===== src/rtl/clock_mode_controller.sv =====
// CPU clock-mode sequencer: gate, settle, switch divider, settle, wait PLL lock, respond.
// Optional wake-from-sleep input enabled by defining CLOCK_MODE_WAKE_EN.
module clock_mode_controller #(
  parameter int SETTLE_CYCLES = 4,
  parameter int LOCK_TIMEOUT  = 64
) (
  input  logic       i_clk_ref,
  input  logic       i_rst_cold_n,
  input  logic       i_rst_done,
  input  logic       i_pll_locked,
  input  logic       i_test_mode,
  input  logic       i_req_valid,
  output logic       o_req_ready,
  input  logic [2:0] i_req_div_sel,
  input  logic       i_req_sleep,
`ifdef CLOCK_MODE_WAKE_EN
  input  logic       i_wake,
`endif
  output logic       o_rsp_valid,
  output logic       o_rsp_err,
  output logic       o_busy,
  output logic       o_clk_gate_en,
  output logic [2:0] o_clk_div_sel,
  output logic [2:0] o_dbg_state
);

  localparam int CNT_MAX = (SETTLE_CYCLES > LOCK_TIMEOUT) ? SETTLE_CYCLES : LOCK_TIMEOUT;
  localparam int CW      = $clog2(CNT_MAX) + 1;
  localparam logic [CW-1:0] SETTLE_LOAD = CW'(SETTLE_CYCLES - 1);
  localparam logic [CW-1:0] LOCK_LOAD   = CW'(LOCK_TIMEOUT - 1);

  typedef enum logic [2:0] {
    S_IDLE, S_GATE, S_SWITCH, S_SETTLE, S_WAIT_LOCK, S_RESP
  } state_t;

  state_t          r_state, w_state_nxt;
  logic [CW-1:0]   r_cnt, w_cnt_nxt, w_cnt_dec;
  logic            r_gate, w_gate_nxt;
  logic [2:0]      r_div, w_div_nxt;
  logic [2:0]      r_sel, w_sel_nxt;
  logic            r_sleep, w_sleep_nxt;
  logic            r_err, w_err_nxt;
  logic            w_accept;
  logic            w_wake;

  // Handshake: a request transfers on a clk_ref edge where req_valid && req_ready;
  // otherwise it is ignored and the requester must keep holding it.
  assign o_req_ready = (r_state == S_IDLE) && i_rst_done && !i_test_mode;
  assign w_accept    = i_req_valid && o_req_ready;
  assign w_cnt_dec   = (r_cnt == '0) ? '0 : r_cnt - 1'b1;

`ifdef CLOCK_MODE_WAKE_EN
  // Wake loses to a same-cycle request; only meaningful while sleeping.
  assign w_wake = (r_state == S_IDLE) && r_gate && i_wake && !w_accept && i_rst_done;
`else
  assign w_wake = 1'b0;
`endif

  always_comb begin
    w_state_nxt = r_state;
    w_cnt_nxt   = r_cnt;
    w_gate_nxt  = r_gate;
    w_div_nxt   = r_div;
    w_sel_nxt   = r_sel;
    w_sleep_nxt = r_sleep;
    w_err_nxt   = r_err;
    case (r_state)
      S_IDLE: begin
        w_err_nxt = 1'b0;
        if (w_accept) begin
          if (i_req_div_sel[2] || !i_pll_locked) begin
            w_state_nxt = S_RESP;
            w_err_nxt   = 1'b1;
          end else begin
            w_sel_nxt   = i_req_div_sel;
            w_sleep_nxt = i_req_sleep;
            w_gate_nxt  = 1'b1;
            w_cnt_nxt   = SETTLE_LOAD;
            w_state_nxt = S_GATE;
          end
        end else if (w_wake) begin
          w_sleep_nxt = 1'b0;
          w_cnt_nxt   = LOCK_LOAD;
          w_state_nxt = S_WAIT_LOCK;
        end
      end
      S_GATE: begin
        if (r_cnt == '0) w_state_nxt = S_SWITCH;
        else             w_cnt_nxt   = w_cnt_dec;
      end
      S_SWITCH: begin
        w_div_nxt   = r_sel;
        w_cnt_nxt   = SETTLE_LOAD;
        w_state_nxt = S_SETTLE;
      end
      S_SETTLE: begin
        if (r_cnt == '0) begin
          w_cnt_nxt   = LOCK_LOAD;
          w_state_nxt = S_WAIT_LOCK;
        end else begin
          w_cnt_nxt = w_cnt_dec;
        end
      end
      S_WAIT_LOCK: begin
        if (i_pll_locked) begin
          w_gate_nxt  = r_sleep;
          w_err_nxt   = 1'b0;
          w_state_nxt = S_RESP;
        end else if (r_cnt == '0) begin
          // Never hand an unlocked clock to the CPU.
          w_gate_nxt  = 1'b1;
          w_err_nxt   = 1'b1;
          w_state_nxt = S_RESP;
        end else begin
          w_cnt_nxt = w_cnt_dec;
        end
      end
      S_RESP: begin
        w_err_nxt   = 1'b0;
        w_state_nxt = S_IDLE;
      end
      default: w_state_nxt = S_IDLE;
    endcase

    // Manager left its reset-done state mid-sequence: abandon, keep divider as-is.
    if (!i_rst_done && (r_state inside {S_GATE, S_SWITCH, S_SETTLE, S_WAIT_LOCK})) begin
      w_state_nxt = S_RESP;
      w_err_nxt   = 1'b1;
      w_gate_nxt  = 1'b0;
      w_div_nxt   = r_div;
      w_cnt_nxt   = '0;
    end
  end

  always_ff @(posedge i_clk_ref) begin
    if (!i_rst_cold_n) begin
      r_state <= S_IDLE;
      r_cnt   <= '0;
      r_gate  <= 1'b0;
      r_div   <= 3'b000;
      r_sel   <= 3'b000;
      r_sleep <= 1'b0;
      r_err   <= 1'b0;
    end else begin
      r_state <= w_state_nxt;
      r_cnt   <= w_cnt_nxt;
      r_gate  <= w_gate_nxt;
      r_div   <= w_div_nxt;
      r_sel   <= w_sel_nxt;
      r_sleep <= w_sleep_nxt;
      r_err   <= w_err_nxt;
    end
  end

  assign o_rsp_valid   = (r_state == S_RESP);
  assign o_rsp_err     = r_err;
  assign o_busy        = (r_state != S_IDLE);
  assign o_clk_gate_en = r_gate;
  assign o_clk_div_sel = r_div;
  assign o_dbg_state   = r_state;

endmodule

===== config.mk =====
export PLATFORM = sky130hd
export DESIGN_NAME = clock_mode_controller
export DESIGN_NICKNAME = d
export VERILOG_FILES = /design/src/rtl/clock_mode_controller.sv
export SDC_FILE = /design/constraint.sdc
export NUM_CORES = 1
export LEC_CHECK = 0
export CAP_MARGIN = 15
export CORE_MARGIN = 1
export CORE_UTILIZATION = 40
export DETAILED_ROUTE_END_ITERATION = 10
export GPL_TIMING_DRIVEN = 0
export PLACE_DENSITY_LB_ADDON = 0.12
export REMOVE_ABC_BUFFERS = 1
export SLEW_MARGIN = 10
export SYNTH_ARGS = -nofsm -noshare
export SYNTH_HDL_FRONTEND = slang
export SYNTH_SLANG_ARGS = --single-unit

===== constraint.sdc =====
create_clock -name i_clk_ref -period 2.86 [get_ports i_clk_ref]
set_clock_uncertainty 0.2 [all_clocks]
set_input_delay 0.572 -clock i_clk_ref [delete_from_list [all_inputs] [get_ports i_clk_ref]]
set_output_delay 0.572 -clock i_clk_ref [all_outputs]
set_load 0.02 [all_outputs]

==> flow_metrics.env <==
export IMPL_drv_cap=0
export IMPL_route_antenna_remaining_nets=0
export IMPL_portBuffers=20
export IMPL_n_antenna_cell=0
export IMPL_ir_drop_v=0.000520
export IMPL_crit_fanout=9
export IMPL_synth_top_area_cell="dfxtp_1"
export IMPL_hold_start="r_sel[2]"
export IMPL_r2r_end="r_cnt[4]"
export IMPL_dp_slack_ns=-0.0491
export IMPL_place_gp_congestion=0.804
export IMPL_viasPerCell=5.69
export IMPL_synth_area_leaders="dfxtp_1 (33%), a21oi_1 (6.5%), mux2i_1 (6.1%)"
export IMPL_grt_overflow_total=0
export IMPL_hold_buffers=0
export IMPL_min_delay_path_class="flip-flop to flip-flop"
export IMPL_fin_nets=168
export IMPL_drive_gt1_share_pct=11.0
export IMPL_fill_cells=274
export IMPL_syn_avg_cell_area_um2=8.39
export IMPL_rr_worst_depth=7
export IMPL_worst_setup_path_start_kind="flip-flop"
export IMPL_utilization_pct=50.5
export IMPL_ys_seq_area_share_pct=32.9
export IMPL_synth_edff_count=0
export IMPL_outcome="completed"
export IMPL_grt_pass1_vias=971
export IMPL_yosysMostFrequentCell="dfxtp_1"
export IMPL_worstPathRequired_ns=2.09
export IMPL_post_route_drc_count=0
export IMPL_rows=19
export IMPL_finalSetupViolCount=0
export IMPL_cts_made_buffers=3
export IMPL_area_growth_pct=20.3
export IMPL_worst_slack_ns=0.151
export IMPL_min_to="r_sel[2]"
export IMPL_reg2reg_from="r_cnt[0]"
export IMPL_hold_violations=0
export IMPL_die_w_um=55.8
export IMPL_maxSlewViolCount=0
export IMPL_dieArea_um2=3110
export IMPL_design_portCount=21
export IMPL_p_per_area_nw_per_um2=1010
export IMPL_cts_buffer_depth=2
export IMPL_cts_resized=2
export IMPL_h_tree_depth=1
export IMPL_ys_flop_type="dfxtp_1"
export IMPL_core_area_um2=2760
export IMPL_cts_tree="done"
export IMPL_grt_max_degree=21
export IMPL_tns_ns=0
export IMPL_hold_depth=2
export IMPL_leakage_nw=0.506
export IMPL_drt_wirelength_per_cell_um=14.4
export IMPL_routed_wl_um=2680
export IMPL_synth_top_area_share_pct=32.9
export IMPL_insertion_delay_ns=0.31
export IMPL_tightest_slew_ns=0.647
export IMPL_start_util_pct=42.0
export IMPL_whs_ns=0.256
export IMPL_num_vias=1059
export IMPL_worstPathArrival_ns=1.94
export IMPL_cts_post_setup_buffers_inserted=0
export IMPL_rsz0062_at_grt="no"
export IMPL_first_pass_iters=4
export IMPL_grt_pass1_wl_um=4510
export IMPL_synth_async_sr_flop_share_pct=0
export IMPL_max_slew_margin_pct=56.8
export IMPL_syn_inst=138
export IMPL_grt_usage_pct=18.4
export IMPL_ys_types=42
export IMPL_synthTopCellsByCount="dfxtp_1 (19), a21oi_1 (15), nor2_1 (10), nand2_1 (8), nor2b_1 (8)"
export IMPL_root_buffer="clkbuf_4"
export IMPL_ys_ff_latch=19
export IMPL_fmax_mhz=369
export IMPL_final_min_clock_period_ns=2.71
export IMPL_finalCritPeriodShare_pct=94.7
export IMPL_clkTransAtPathRegs_ns=0.13
export IMPL_netlist_area_um2=1160
export IMPL_end_kind="output pin"
export IMPL_r2r_setup_slack_ns=0.61
export IMPL_cts_sinks=19
export IMPL_yosysWarnings=0
export IMPL_path_class="flip-flop to output pin"
export IMPL_grt_antenna_before_repair=0
export IMPL_hpwl_um=1980
export IMPL_drtIter0Drc=18
export IMPL_die_h_um=55.8
## worst max-delay path: stages, from the launching register on
cell	delay, ns
dfxtp_1	0.52
or2_2	0.26
nor2_4	0.06
inv_1	0.16
clkdlybuf4s50_1	0.63
## layout make-up
| cell class | instances | area [um2] | share of cell area, % |
|---|---|---|---|
| multi-input cells | 107 | 723 | 51.9 |
| flip-flops and latches | 19 | 383 | 27.5 |
| repair buffers | 20 | 199 | 14.3 |
| well taps | 31 | 38.8 | 2.79 |
| clock buffers | 3 | 22.5 | 1.62 |
| inverters | 5 | 18.8 | 1.35 |
| clock inverters | 1 | 7.51 | 0.539 |
## layout by cell type (no fill, tap or decap), types with 3 or more instances in the layout
cell type,Yosys,final
nor3_1,4,4
mux2i_1,7,7
clkbuf_4,0,3
nand2_1,8,8
clkdlybuf4s50_1,0,19
nand2b_1,4,4
nor2_1,10,10
a21oi_1,15,15
nand3_1,4,4
o21ai_0,6,6
a31oi_1,3,3
nor2b_1,8,8
nor3b_1,3,3
dfxtp_1,19,17
a221oi_1,3,3
inv_1,5,5
## cell families (layout without fill, tap and decap cells)
| group | count (synthesis) | in the layout | share of synthesized area (%) |
|---|---|---|---|
| AOI/OAI and AO/OA | 41 | 41 | 24.7 |
| xor gates and xnor gates | 2 | 2 | 1.51 |
| adders and majority gates | 2 | 2 | 2.16 |
| buffers and inverters | 12 | 29 | 4.65 |
| DFF | 19 | 19 | 32.9 |
| muxes | 7 | 7 | 6.05 |
| and+or+nand+nor | 55 | 55 | 28.1 |
## registers in the layout (all words and copies together), names as in the netlist
register	count
o_clk_div_sel	3
r_sel	3
o_rsp_err	1
o_dbg_state	3
r_cnt	7
o_clk_gate_en	1
r_sleep	1
## per-layer routing
metal,vias up,wire [um],global-route usage [%]
met3,4,56,5.35
met1,503,1280,24.3
met5,-,0,0
li1,540,-,-
met4,0,39,6.43
met2,12,1300,28.6
## power by group
part	switching, mW	internal, mW	leakage (nW)
clock	0.0943	0.0532	0.0139
sequential	0.108	0.326	0.155
combinational	0.479	0.348	0.337
## stage by stage
step	cell area, um2	total power, mW	cells
CTS	1390	1.41	186
floorplan	1120	1.01	131
global placement	1360	1.24	182
finish	1390	1.41	186
detailed placement	1360	1.25	182
global route	1390	1.52	186
## worst max-delay path by stage
stage	cells past startpoint	start	slack (ns)	to
2_1_floorplan	4	o_dbg_state[0]	0.39	o_req_ready
3_3_place_gp	3	i_rst_done	-0.03	o_req_ready
3_5_place_dp	3	i_rst_done	-0.05	o_req_ready
4_1_cts	3	o_dbg_state[2]	0.09	o_busy
5_1_grt	5	o_dbg_state[1]	0.03	o_req_ready
6_report	4	o_dbg_state[1]	0.15	o_busy
(Power assumes the default switching activity.)
